===== src/rtl/if_pkg.sv =====
// Shared types and constants for the instruction fetch stage.
package if_pkg;

  // Fetch controller states.
  typedef enum logic [1:0] {
    IDLE  = 2'd0,
    REQ   = 2'd1,
    WAIT  = 2'd2,
    DRAIN = 2'd3
  } fetch_state_e;

  // addi x0, x0, 0 -- presented downstream whenever no instruction is held.
  localparam logic [31:0] NOP_INSN = 32'h0000_0013;

  // Default first fetch address after reset.
  localparam logic [31:0] DEFAULT_RESET_PC = 32'h0000_0000;

endpackage


===== src/rtl/if_pc_reg.sv =====
// Program counter register: redirect target (word aligned) wins over
// the sequential +4 advance; the increment wraps at 2^PC_WIDTH.
module if_pc_reg
  import if_pkg::*;
#(
  parameter int                  PC_WIDTH = 32,
  parameter logic [PC_WIDTH-1:0] RESET_PC = PC_WIDTH'(DEFAULT_RESET_PC)
) (
  input  logic                clk,
  input  logic                rst,
  input  logic                redirect,
  input  logic [PC_WIDTH-1:0] redirect_pc,
  input  logic                advance,
  output logic [PC_WIDTH-1:0] pc
);

  logic [PC_WIDTH-1:0] pc_q;
  logic [PC_WIDTH-1:0] pc_d;

  // Next pc: aligned redirect target, else pc+4 on a consumed fetch, else hold.
  always_comb begin
    pc_d = pc_q;
    if (redirect) begin
      pc_d = redirect_pc & ~PC_WIDTH'(3);
    end else if (advance) begin
      pc_d = pc_q + PC_WIDTH'(4);
    end
  end

  // PC state register.
  always_ff @(posedge clk or negedge rst) begin
    if (!rst) begin
      pc_q <= RESET_PC;
    end else begin
      pc_q <= pc_d;
    end
  end

  assign pc = pc_q;

endmodule


===== src/rtl/if_stage.sv =====
// Instruction fetch stage: issues one outstanding request at a time to the
// instruction memory and buffers the returned instruction for IF/ID.
module if_stage
  import if_pkg::*;
#(
  parameter int                  DATA_WIDTH = 32,
  parameter int                  PC_WIDTH   = 32,
  parameter logic [PC_WIDTH-1:0] RESET_PC   = PC_WIDTH'(DEFAULT_RESET_PC)
) (
  input  logic                  clk,
  input  logic                  rst,
  input  logic                  stall,
  input  logic                  redirect,
  input  logic [PC_WIDTH-1:0]   redirect_pc,
  output logic                  imem_req,
  output logic [PC_WIDTH-1:0]   imem_addr,
  input  logic                  imem_gnt,
  input  logic                  imem_rvalid,
  input  logic [DATA_WIDTH-1:0] imem_rdata,
  output logic [DATA_WIDTH-1:0] ins_out,
  output logic [PC_WIDTH-1:0]   pc_out,
  output logic [PC_WIDTH-1:0]   pc_plus4_out,
  output logic                  valid_out
);

  localparam logic [DATA_WIDTH-1:0] NOP = DATA_WIDTH'(NOP_INSN);

  fetch_state_e          state_q, state_d;
  logic [PC_WIDTH-1:0]   req_pc_q, req_pc_d;
  logic [DATA_WIDTH-1:0] ins_q, ins_d;
  logic [PC_WIDTH-1:0]   pc_out_q, pc_out_d;
  logic [PC_WIDTH-1:0]   pc_plus4_q, pc_plus4_d;
  logic                  valid_q, valid_d;

  logic [PC_WIDTH-1:0]   pc;
  logic                  buf_free;
  logic                  req_c;
  logic                  accept_c;

  // The buffer can take a new instruction if empty or drained this cycle.
  assign buf_free = !valid_q || !stall;

  if_pc_reg #(
    .PC_WIDTH (PC_WIDTH),
    .RESET_PC (RESET_PC)
  ) u_pc_reg (
    .clk         (clk),
    .rst         (rst),
    .redirect    (redirect),
    .redirect_pc (redirect_pc),
    .advance     (accept_c),
    .pc          (pc)
  );

  // FSM next state, request generation and response acceptance.
  always_comb begin
    state_d  = state_q;
    req_pc_d = req_pc_q;
    req_c    = 1'b0;
    accept_c = 1'b0;
    unique case (state_q)
      IDLE: begin
        state_d = REQ;
      end
      REQ: begin
        req_c = !redirect && buf_free;
        if (req_c && imem_gnt) begin
          req_pc_d = pc;
          state_d  = WAIT;
        end
      end
      WAIT: begin
        if (redirect) begin
          // A response arriving with the redirect is simply dropped; otherwise
          // the stale response is still in flight and must be drained.
          state_d = imem_rvalid ? REQ : DRAIN;
        end else if (imem_rvalid) begin
          accept_c = 1'b1;
          state_d  = REQ;
        end
      end
      DRAIN: begin
        // The in-flight response closes the drain even if another redirect
        // lands in the same cycle; the pc register already took the new target.
        if (imem_rvalid) begin
          state_d = REQ;
        end
      end
      default: begin
        state_d = IDLE;
      end
    endcase
  end

  // Output buffer: load on accepted response, empty on redirect or consume.
  always_comb begin
    ins_d      = ins_q;
    pc_out_d   = pc_out_q;
    pc_plus4_d = pc_plus4_q;
    valid_d    = valid_q;
    if (accept_c) begin
      ins_d      = imem_rdata;
      pc_out_d   = req_pc_q;
      pc_plus4_d = req_pc_q + PC_WIDTH'(4);
      valid_d    = 1'b1;
    end else if (redirect || (valid_q && !stall)) begin
      ins_d   = NOP;
      valid_d = 1'b0;
    end
  end

  // State and buffer registers.
  always_ff @(posedge clk or negedge rst) begin
    if (!rst) begin
      state_q    <= IDLE;
      req_pc_q   <= '0;
      ins_q      <= NOP;
      pc_out_q   <= '0;
      pc_plus4_q <= '0;
      valid_q    <= 1'b0;
    end else begin
      state_q    <= state_d;
      req_pc_q   <= req_pc_d;
      ins_q      <= ins_d;
      pc_out_q   <= pc_out_d;
      pc_plus4_q <= pc_plus4_d;
      valid_q    <= valid_d;
    end
  end

  assign imem_req     = req_c;
  assign imem_addr    = pc;
  assign ins_out      = ins_q;
  assign pc_out       = pc_out_q;
  assign pc_plus4_out = pc_plus4_q;
  assign valid_out    = valid_q;

endmodule


===== config.mk =====
export PLATFORM = sky130hd
export DESIGN_NAME = if_stage
export DESIGN_NICKNAME = d
export VERILOG_FILES = /design/src/rtl/if_pkg.sv /design/src/rtl/if_pc_reg.sv /design/src/rtl/if_stage.sv
export SDC_FILE = /design/constraint.sdc
export NUM_CORES = 1
export LEC_CHECK = 0
export CAP_MARGIN = 40
export CORE_MARGIN = 3
export CORE_UTILIZATION = 50
export DETAILED_ROUTE_END_ITERATION = 7
export GPL_ROUTABILITY_DRIVEN = 0
export PLACE_DENSITY = 0.86
export RECOVER_POWER = 50
export SLEW_MARGIN = 20
export SYNTH_ARGS = -nofsm -noshare
export SYNTH_HDL_FRONTEND = slang
export SYNTH_SLANG_ARGS = --single-unit

===== constraint.sdc =====
create_clock -name clk -period 4.6 [get_ports clk]
set_input_delay 0.69 -clock clk [delete_from_list [all_inputs] [get_ports clk]]
set_output_delay 0.69 -clock clk [all_outputs]
set_load 0.03 [all_outputs]

# Word level (Yosys, flattened, before mapping)
# Cells that the tools add are included.
# totals
ff_bits	163
out_inout_bits	130
# op_classes
n_eq_ne	4
n_addsub	2
n_mux	15
n_reduce_logical	12
# op_table
cell	count
two-way mux 32 bit	4
adder 32 x 3 -> 32 bit, second input constant	2
two-way mux 2 bit	4
case mux 2 bit (4 select lines)	1
two-way mux 1 bit	6
== test 2 bit, second input constant	2
nonzero test 2 bit	2
logical AND 1 bit	3
logical NOT 1 bit	3
== test 2 x 1 -> 1 bit, second input constant	1
logical NOT 2 bit	1
logical OR 1 bit	2
inequality test 2 bit, second input constant	1
AND reduction 2 bit	1

# Depth between registers and ports, before layout
# Gate-level depths: netlist of run 1.
# depth
word_depth	6
mapped_depth	7

# By module
# From an unflattened synthesis of run 1, not the netlist that was laid out.
# hier_totals
hier_cells	694
area_unflattened_um2	7108.1
# by_module_without_submodules
module	area_per_inst_um2	n_inst	cells_per_inst
if_stage	5356.4	1	496
if_pc_reg	1751.7	1	198

# Worst setup path before layout of run 1
# OpenSTA, ideal clock, no wires.
# synth_path
path_type	input to register
from	input port redirect
to	register req_pc_q[10]
path_buffers	2
setup_slack_ns	2.496
setup_ns	0.125
stages	6
required_time_ns	4.475
arrival_time_ns	1.979
path_cell_list	buf_2 nor2_1 and3_1 nand2_1 buf_2 mux2_2
# synth_via
elab_chain_cells	4
# synth_lines
element	line_no	source
start, declared	if_stage.sv:13	input logic redirect,
logical NOT 1 bit	if_stage.sv:66	req_c = !redirect && buf_free;
logical AND 1 bit	if_stage.sv:66	
logical AND 1 bit	if_stage.sv:67	if (req_c && imem_gnt) begin
AND reduction 2 bit (no line)	-	
end signal, assigned	if_stage.sv:123	req_pc_q <= req_pc_d;
end, declared	if_stage.sv:29	logic [PC_WIDTH-1:0] req_pc_q, req_pc_d;
# No other way between the ends.
# A chain may end at the register's enable or synchronous reset.

# Final worst setup path of run 1
# layout_path
from	input port imem_rvalid
to	register pc_plus4_q[17], in the netlist pc_plus4_out[17]
# layout_via
elab_chain_cells	3
# layout_lines
element	line_no	source
start, declared	if_stage.sv:18	input logic imem_rvalid,
two-way mux 1 bit	if_stage.sv:77	end else if (imem_rvalid) begin
two-way mux 1 bit	if_stage.sv:73	if (redirect) begin
two-way mux 1 bit	if_stage.sv:61	unique case (state_q)
end signal, assigned	if_stage.sv:126	pc_plus4_q <= pc_plus4_d;
end, declared	if_stage.sv:32	logic [PC_WIDTH-1:0] pc_plus4_q, pc_plus4_d;
# No other way between the ends.

==> key figures, run 1 <==
Setup path
  – R2r setup slk: 1.79 ns
  – CP Capture Type: flop
  – Cells on worst reg2reg path: 5
  – Worst-path maximum fanout: 40
  – Worst setup SP type: input pin
  – Crit path max-delay family: simple AND/OR/NAND/NOR gates
  – Critical path class: input pin to flop
  – Worst r2r dst: pc_plus4_out[17]
  – CP bufs+invs: 2
  – Crit-path cells: dlygate4sd3_1, nand3b_1, or2_0, buf_4, nand2_1, o21ai_1
  – WP data arrival: 3.59 ns
  – Worst reg2reg path startpoint: state_q[1]
  – Worst EP required: 4.94 ns
  – Worst path slowest cell: or2_0
  – Slowest stage delay, CP: between 1 and 1.5 ns

Timing
  – Fin crit period: 3.25 ns
  – Tcrit/Tclk final: 70.6%
  – Setup TNS: 0 ns
  – Final setup fails: 0
  – Fmax: 308 MHz
  – Max-slew violation count: 114
  – Post-route worst setup slack: 1.35 ns
  – Hold Violations, Final: 0
  – Max Clock Skew: 0.0129 ns
  – Worst-margin pin slew: between 1.5 and 2 ns
  – Max-slew headroom: -26.8%
  – RSZ-0062 raised after global routing: false

Synth
  – Synth top area share: a little over half
  – Number of flops mapped to enable cells by yosys: 0
  – Cell accounting for the most synthesized area: dfrtp_1
  – Synthesized area: 6920 um^2
  – Syn_area_per_cell: 10.6 um^2
  – Yosys cell types: 38
  – Register area share after synthesis: 56.1%
  – Asr flop ratio synth: 100%
  – Synth Instances: 651
  – Synth top area cells: dfrtp_1 55%, nand2_1 8.4%, mux2_2 5.0%
  – Top FF cell, synth: dfrtp_1
  – Yosys reg bits: 155
  – Yosys warnings: 0

Run
  – Max-cap violation count: 2

Routing
  – Routed Antenna Nets: 0
  – DRT iter0 DRCs: 412
  – Via density: 5.49
  – WL/cell: ~18 um
  – DRC viols: 0
  – DRT Wirelength: 18,400 um
  – Via count: 5,632
  – TritonRoute pass-1 iters: 5

Pwr
  – Worst VDD drop: ~0.24 mV
  – Pleak: 4.12 nW
  – Overall power: 4.73 mW
  – Pwr Density: 497 nW/um^2

Die
  – Starting Density: 51.6%
  – Core area: 13,400 um^2
  – # rows: 42
  – Chip Height: 124 um
  – I/O pin total: 200
  – Die area: 15,300 um^2
  – Die width: 124 um

Global routing
  – GRT overflow: 0
  – Vias in the first global route: 5,561
  – Global-route wire length before repair: approximately 29,000 um
  – Largest net degree at the start of global routing: 92
  – Antenna violations before repair: 1
  – GRT Total Usage: approximately a quarter

Clock tree
  – Cts hold-fix bufs: 0
  – Reg clk slew, reported paths: ~0.06 ns
  – H-Tree Depth: 4
  – Clk buf depth: 2
  – Clock latency on the worst-skew pair: 0.43 ns
  – CTS tree: done
  – Num CTS Buffers: 17
  – Clk Tree Root Cell: clkbuf_16
  – Post-cts gate resize count: 0
  – Clk sinks: 155
  – Post-CTS Setup Bufs: 0

Placement
  – Dpl ws: about 1.8 ns
  – DP HPWL: 13,100 um
  – Port buffer count: 191

Cells and area
  – Ant. Diodes: 0
  – Area Overhead vs Synth: 37.7%
  – NumNets Final: 909
  – Share of cells above drive strength 1: 9.53%

Hold path
  – Hold crit path type: input pin to async pin

Status
  – Status: complete, but fails checks
  – Failing checks: capacitance limit, slew limit
[layout make-up]
class / instances / area, um^2
clock buffers: 24 / 472
clock inverters: 8 / 168
fillers: 951 / 3880
inverters: 8 / 30.0
multi-input cells: 455 / 2790
flip-flops and latches: 155 / 3880
well taps: 176 / 220
repair buffers: 200 / 1960
[cell usage in the layout (no fill, tap or decap), types with 2 or more instances in the layout]
cell	Yosys	final
clkdlybuf4s50_1	0	186
nand2_1	154	154
dfrtp_1	152	152
o21ai_0	28	34
xor2_1	33	33
mux2_2	31	31
a22o_1	29	29
nand4_1	24	24
xnor2_1	24	24
nand3_1	21	22
nor2_1	21	20
o21ai_1	24	18
clkbuf_16	0	17
a21oi_1	11	11
and3_1	10	10
inv_1	8	8
nor3_1	7	8
clkbuf_1	15	8
conb_1	1	6
nor4_2	6	5
bufinv_16	0	5
buf_4	6	4
o22a_1	3	3
and4_1	3	3
nor4_1	1	3
dlygate4sd3_1	0	3
dfstp_2	3	3
and2_1	3	2
nand4_4	2	2
ha_1	2	2
clkinv_2	0	2
clkbuf_8	0	2
clkbuf_2	1	2
[power breakdown]
group | internal, mW | switching [mW] | leakage (nW)
clock network | 0.990 | 0.522 | 0.308
registers | 1.63 | 0.300 | 2.00
logic | 0.564 | 0.721 | 1.81
total | 3.19 | 1.54 | 4.12
[kinds of logic after synthesis]
logic type | share of synthesized area, %
muxes | 5.19
other | 0.0542
buffers and inverters | 3.13
adders and majority gates | 0.362
xor gates and xnor gates | 7.22
DFF | 56.1
and+or+nand+nor | 19.2
AOI/OAI and AO/OA | 8.77
[flip-flops by register name, summed over array words and instances (netlist names)]
signal        cells
valid_out         1
ins_out          32
req_pc_q         30
pc_out           30
u_pc_reg.pc      30
state_q           2
pc_plus4_out     30
[worst reg2reg max path: stages (launching register included)]
cell and delay (ns):
dfrtp_1 0.41, nand3b_1 0.41, or2_0 1.16, buf_4 0.53, nand2_1 0.14, o21ai_1 0.09
[worst max-delay path by stage]
stage / start / to / slack, ns / cells past startpoint
detailed placement: stall / imem_req / 1.79 / 4
finish: imem_rvalid / pc_plus4_out[17] / 1.35 / 6
global route: rst / ins_out[13] / 0.96 / 3
floorplan: redirect / req_pc_q[10] / 2.50 / 6
global placement: stall / imem_req / 1.80 / 4
CTS: stall / imem_req / 1.75 / 4
[metrics by stage]
stage	instance area, um^2	hold slack (ns)	cells	util [%]
floorplan	6940	0.394	656	-
global placement	8940	0.462	992	66.7
detailed placement	8950	0.464	993	66.8
CTS	9590	0.372	1025	71.6
global route	9520	0.360	1026	71.1
finish	9520	0.342	1026	71.1
[layer usage]
metal,vias to the layer above,track usage (%),wire (um)
li1,2602,-,-
met1,2795,31.7,7620
met2,210,40.2,8950
met3,23,6.54,1520
met4,2,7.82,282
met5,-,0,11
[synth_stat cells, drive strengths merged, types with 2 or more instances]
| cell type | count |
|---|---|
| a21oi | 11 |
| a22o | 29 |
| and2 | 3 |
| and3 | 11 |
| and4 | 3 |
| buf | 22 |
| clkbuf | 16 |
| dfrtp | 152 |
| dfstp | 3 |
| ha | 2 |
| inv | 8 |
| mux2 | 31 |
| nand2 | 154 |
| nand3 | 22 |
| nand4 | 26 |
| nor2 | 22 |
| nor3 | 9 |
| nor4 | 9 |
| o21ai | 52 |
| o22a | 3 |
| xnor2 | 24 |
| xor2 | 33 |
(Power assumes the default switching activity.)
==> inputs of run 2 (changes only) <==
--- a/config.mk
+++ b/config.mk
@@ -7,10 +7,10 @@
 export LEC_CHECK = 0
 export CAP_MARGIN = 40
 export CORE_MARGIN = 3
-export CORE_UTILIZATION = 50
+export CORE_UTILIZATION = 48
 export DETAILED_ROUTE_END_ITERATION = 7
 export GPL_ROUTABILITY_DRIVEN = 0
-export PLACE_DENSITY = 0.86
+export PLACE_DENSITY = 0.83
 export RECOVER_POWER = 50
 export SLEW_MARGIN = 20
 export SYNTH_ARGS = -nofsm -noshare
==> constraint.sdc (replaced) <==
create_clock -name clk -period 3.23 [get_ports clk]
set_input_delay 0.4845 -clock clk [delete_from_list [all_inputs] [get_ports clk]]
set_output_delay 0.4845 -clock clk [all_outputs]
set_load 0.03 [all_outputs]
==> run 2 against run 1 <==
  * The flow still finishes with violations (capacitance limit, slew limit)
  * Utilization decreased by 2.8 points
  * Critical path depth unchanged
  * Register-to-register slack got worse by 1.1 ns
  * Sequential power up 41%
  * Clock skew shrank 0.0054 ns
  * Die area increased by 4.0%
  * Global-route usage fell by 1.4 points
==> key figures, run 2 (synthesized netlist as in run 1, its figures left out) <==
Placement
  – DP HPWL: 12,700 um (-2.8%)
  – DP Area: 8990 um^2 (+0.42%)
  – Port buffer count: 191 (unchanged)
  – Dpl ws: 0.853 ns (-0.937 ns)
  – DP Cell Count: 998 (+0.50%)

Clock tree
  – Reg clk slew, reported paths: 0.06 ns (about the same)
  – CTS tree: done
  – Clk sinks: 155 (unchanged)
  – H-Tree Depth: 4 (unchanged)
  – Post-CTS Setup Bufs: 0 (unchanged)
  – Clk Tree Root Cell: clkbuf_16
  – Clock latency on the worst-skew pair: 0.42 ns (about the same)
  – Num CTS Buffers: 17 (unchanged)
  – Clk buf depth: 2 (unchanged)
  – Cts hold-fix bufs: 0 (unchanged)
  – Post-cts gate resize count: 0 (unchanged)

Timing
  – Hold Violations, Final: 0 (unchanged)
  – Minimum hold slack: 0.476 ns (+0.133 ns)
  – RSZ-0062 raised after global routing: false
  – Max-slew violation count: 119 (+4.4%)
  – Fmax: 368 MHz
  – Max Clock Skew: 0.00747 ns (-0.00542 ns)
  – Final setup fails: 0 (unchanged)
  – Setup TNS: 0 ns (unchanged)
  – Worst-margin pin slew: 2.04 ns (+0.139 ns)
  – Max-slew headroom: -36.0% (-9.2 points)
  – Fin crit period: between 2 and 3 ns
  – Tcrit/Tclk final: 84.1%
  – Post-route worst setup slack: 0.514 ns (-0.838 ns)

Setup path
  – Worst EP required: 3.54 ns (-1.40 ns)
  – Worst-path maximum fanout: 10 (-75%)
  – Worst Setup SP: imem_rvalid
  – CP Capture Type: flop
  – Critical path class: input pin to flop
  – R2r setup slk: 0.70 ns (-1.09 ns)
  – WP data arrival: 3.02 ns (-0.57 ns)
  – Worst setup SP type: input pin
  – Worst reg2reg path startpoint: state_q[1]

Cells and area
  – Design Area, Final: 9540 um^2 (+0.21%)
  – NumNets Final: 909 (unchanged)
  – Share of cells above drive strength 1: 10.1% (+0.61 points)
  – Multi-input gate area: 2810 um^2 (+0.94%)
  – Fillers: 1,065 (+12%)
  – Max FFs per register: 32 (unchanged)
  – Register area: 3880 um^2 (unchanged)
  – Most frequent cells in the layout: 188 x clkdlybuf4s50_1, 154 x nand2_1, 152 x dfrtp_1
  – Final Util: 68.2% (-2.8 points)
  – Most common cell after layout, fill and taps aside: clkdlybuf4s50_1
  – Area Overhead vs Synth: 37.9%
  – Post-Layout Cell Count: 1,029 (+0.29%)

Global routing
  – GRT overflow: 0 (unchanged)
  – GRT Total Usage: 23.1% (-1.4 points)
  – Antenna violations before repair: 2 (+1)
  – Largest net degree at the start of global routing: 83 (-9.8%)
  – Vias in the first global route: 5,574 (+0.23%)
  – Global-route wire length before repair: 29,000 um (+0.60%)

Routing
  – Via count: 5,486 (-2.6%)
  – Routed Antenna Nets: 0 (unchanged)
  – DRC viols: 0 (unchanged)
  – Via density: 5.33 (-2.9%)
  – DRT iter0 DRCs: 347 (-16%)
  – DRT Wirelength: 17,900 um (-2.5%)
  – TritonRoute pass-1 iters: 5 (unchanged)
  – WL/cell: 17.4 um (-2.8%)

Die
  – # rows: 43 (+2.4%)
  – I/O pin total: 200 (unchanged)
  – Chip Height: 126 um (+2.0%)
  – Die width: 126 um (+2.0%)
  – Starting Density: 49.5% (-2.2 points)
  – Die area: 15,900 um^2 (+4.0%)
  – Core area: 14,000 um^2 (+4.4%)

Status
  – Failing checks: capacitance limit, slew limit
  – Status: complete, but fails checks

Pwr
  – Pleak: 4.12 nW (about the same)
  – Switching power: 2.18 mW (+41%)
  – Overall power: 6.55 mW (+39%)
  – Cell internal pwr: 4.38 mW (+37%)
  – Sequential share of power: 41.7% (+0.9 points)
  – Switching Share: 33.2% (+0.55 points)
  – Worst VDD drop: 0.397 mV (+66%)
  – Combinational share of power: 27.9% (+0.7 points)
  – Pwr Density: 687 nW/um^2 (+38%)
  – Clock share of power: 30.3% (-1.7 points)

Hold path
  – Hold crit path type: flop to flop
  – Hold path start: pc_out[11]

Run
  – Max-cap violation count: 2 (unchanged)
==> run 2: changes by cell type in the layout (fill, tap and decap cells not counted), sizes merged <==
cell / delta
clkdlybuf4s50: +2
dlygate4sd3: -2
bufinv: -3
buf: +1
clkinvlp: +1
clkbuf: -1
diode: +1
==> run 2: worst max-delay path, cell delays in order <==
cell           delay, ns
dlygate4sd3_1       0.60
nand3b_1            0.38
nor3_1              0.88
nand4_1             0.23
xnor2_1             0.19
mux2_2              0.26
==> run 2: layout make-up <==
class / instances / area share [%]
antenna: 1 / 0.0262
sequential: 155 / 40.7
multi-input combinational: 455 / 29.5
tap: 180 / 2.36
clock buffer: 24 / 5.36
clock inverter: 6 / 0.892
timing repair buffer: 200 / 20.9
inverter: 8 / 0.315
==> run 2: final timing paths <==
kind                              endpoint  cells after the start
setup / recovery           u_pc_reg.pc[29]                      6
hold / removal                  pc_out[11]                      2
setup reg to reg              req_pc_q[24]                      5
hold reg to reg                 pc_out[11]                      2
max in group asynchronous   u_pc_reg.pc[7]                      2
min in group asynchronous      ins_out[19]                      1
==> run 2: layer usage <==
metal / track usage (%) / vias up / wire length, um / part of all wire, %
met5: 0 / - / 17 / 0.095
met4: 8.52 / 2 / 323 / 1.8
met3: 5.60 / 32 / 1160 / 6.5
met2: 36.3 / 225 / 8280 / 46
met1: 31.3 / 2624 / 8140 / 45
li1: - / 2603 / - / -
==> run 2: power by group through the flow <==
stage / clock, mW / sequential [mW] / combinational [mW]
floorplan: 0 / 3.18 / 0.528
global placement: 0 / 2.74 / 1.81
detailed placement: 0 / 2.77 / 1.84
CTS: 2.02 / 2.73 / 1.86
global route: 2.11 / 2.80 / 1.96
finish: 1.99 / 2.73 / 1.83
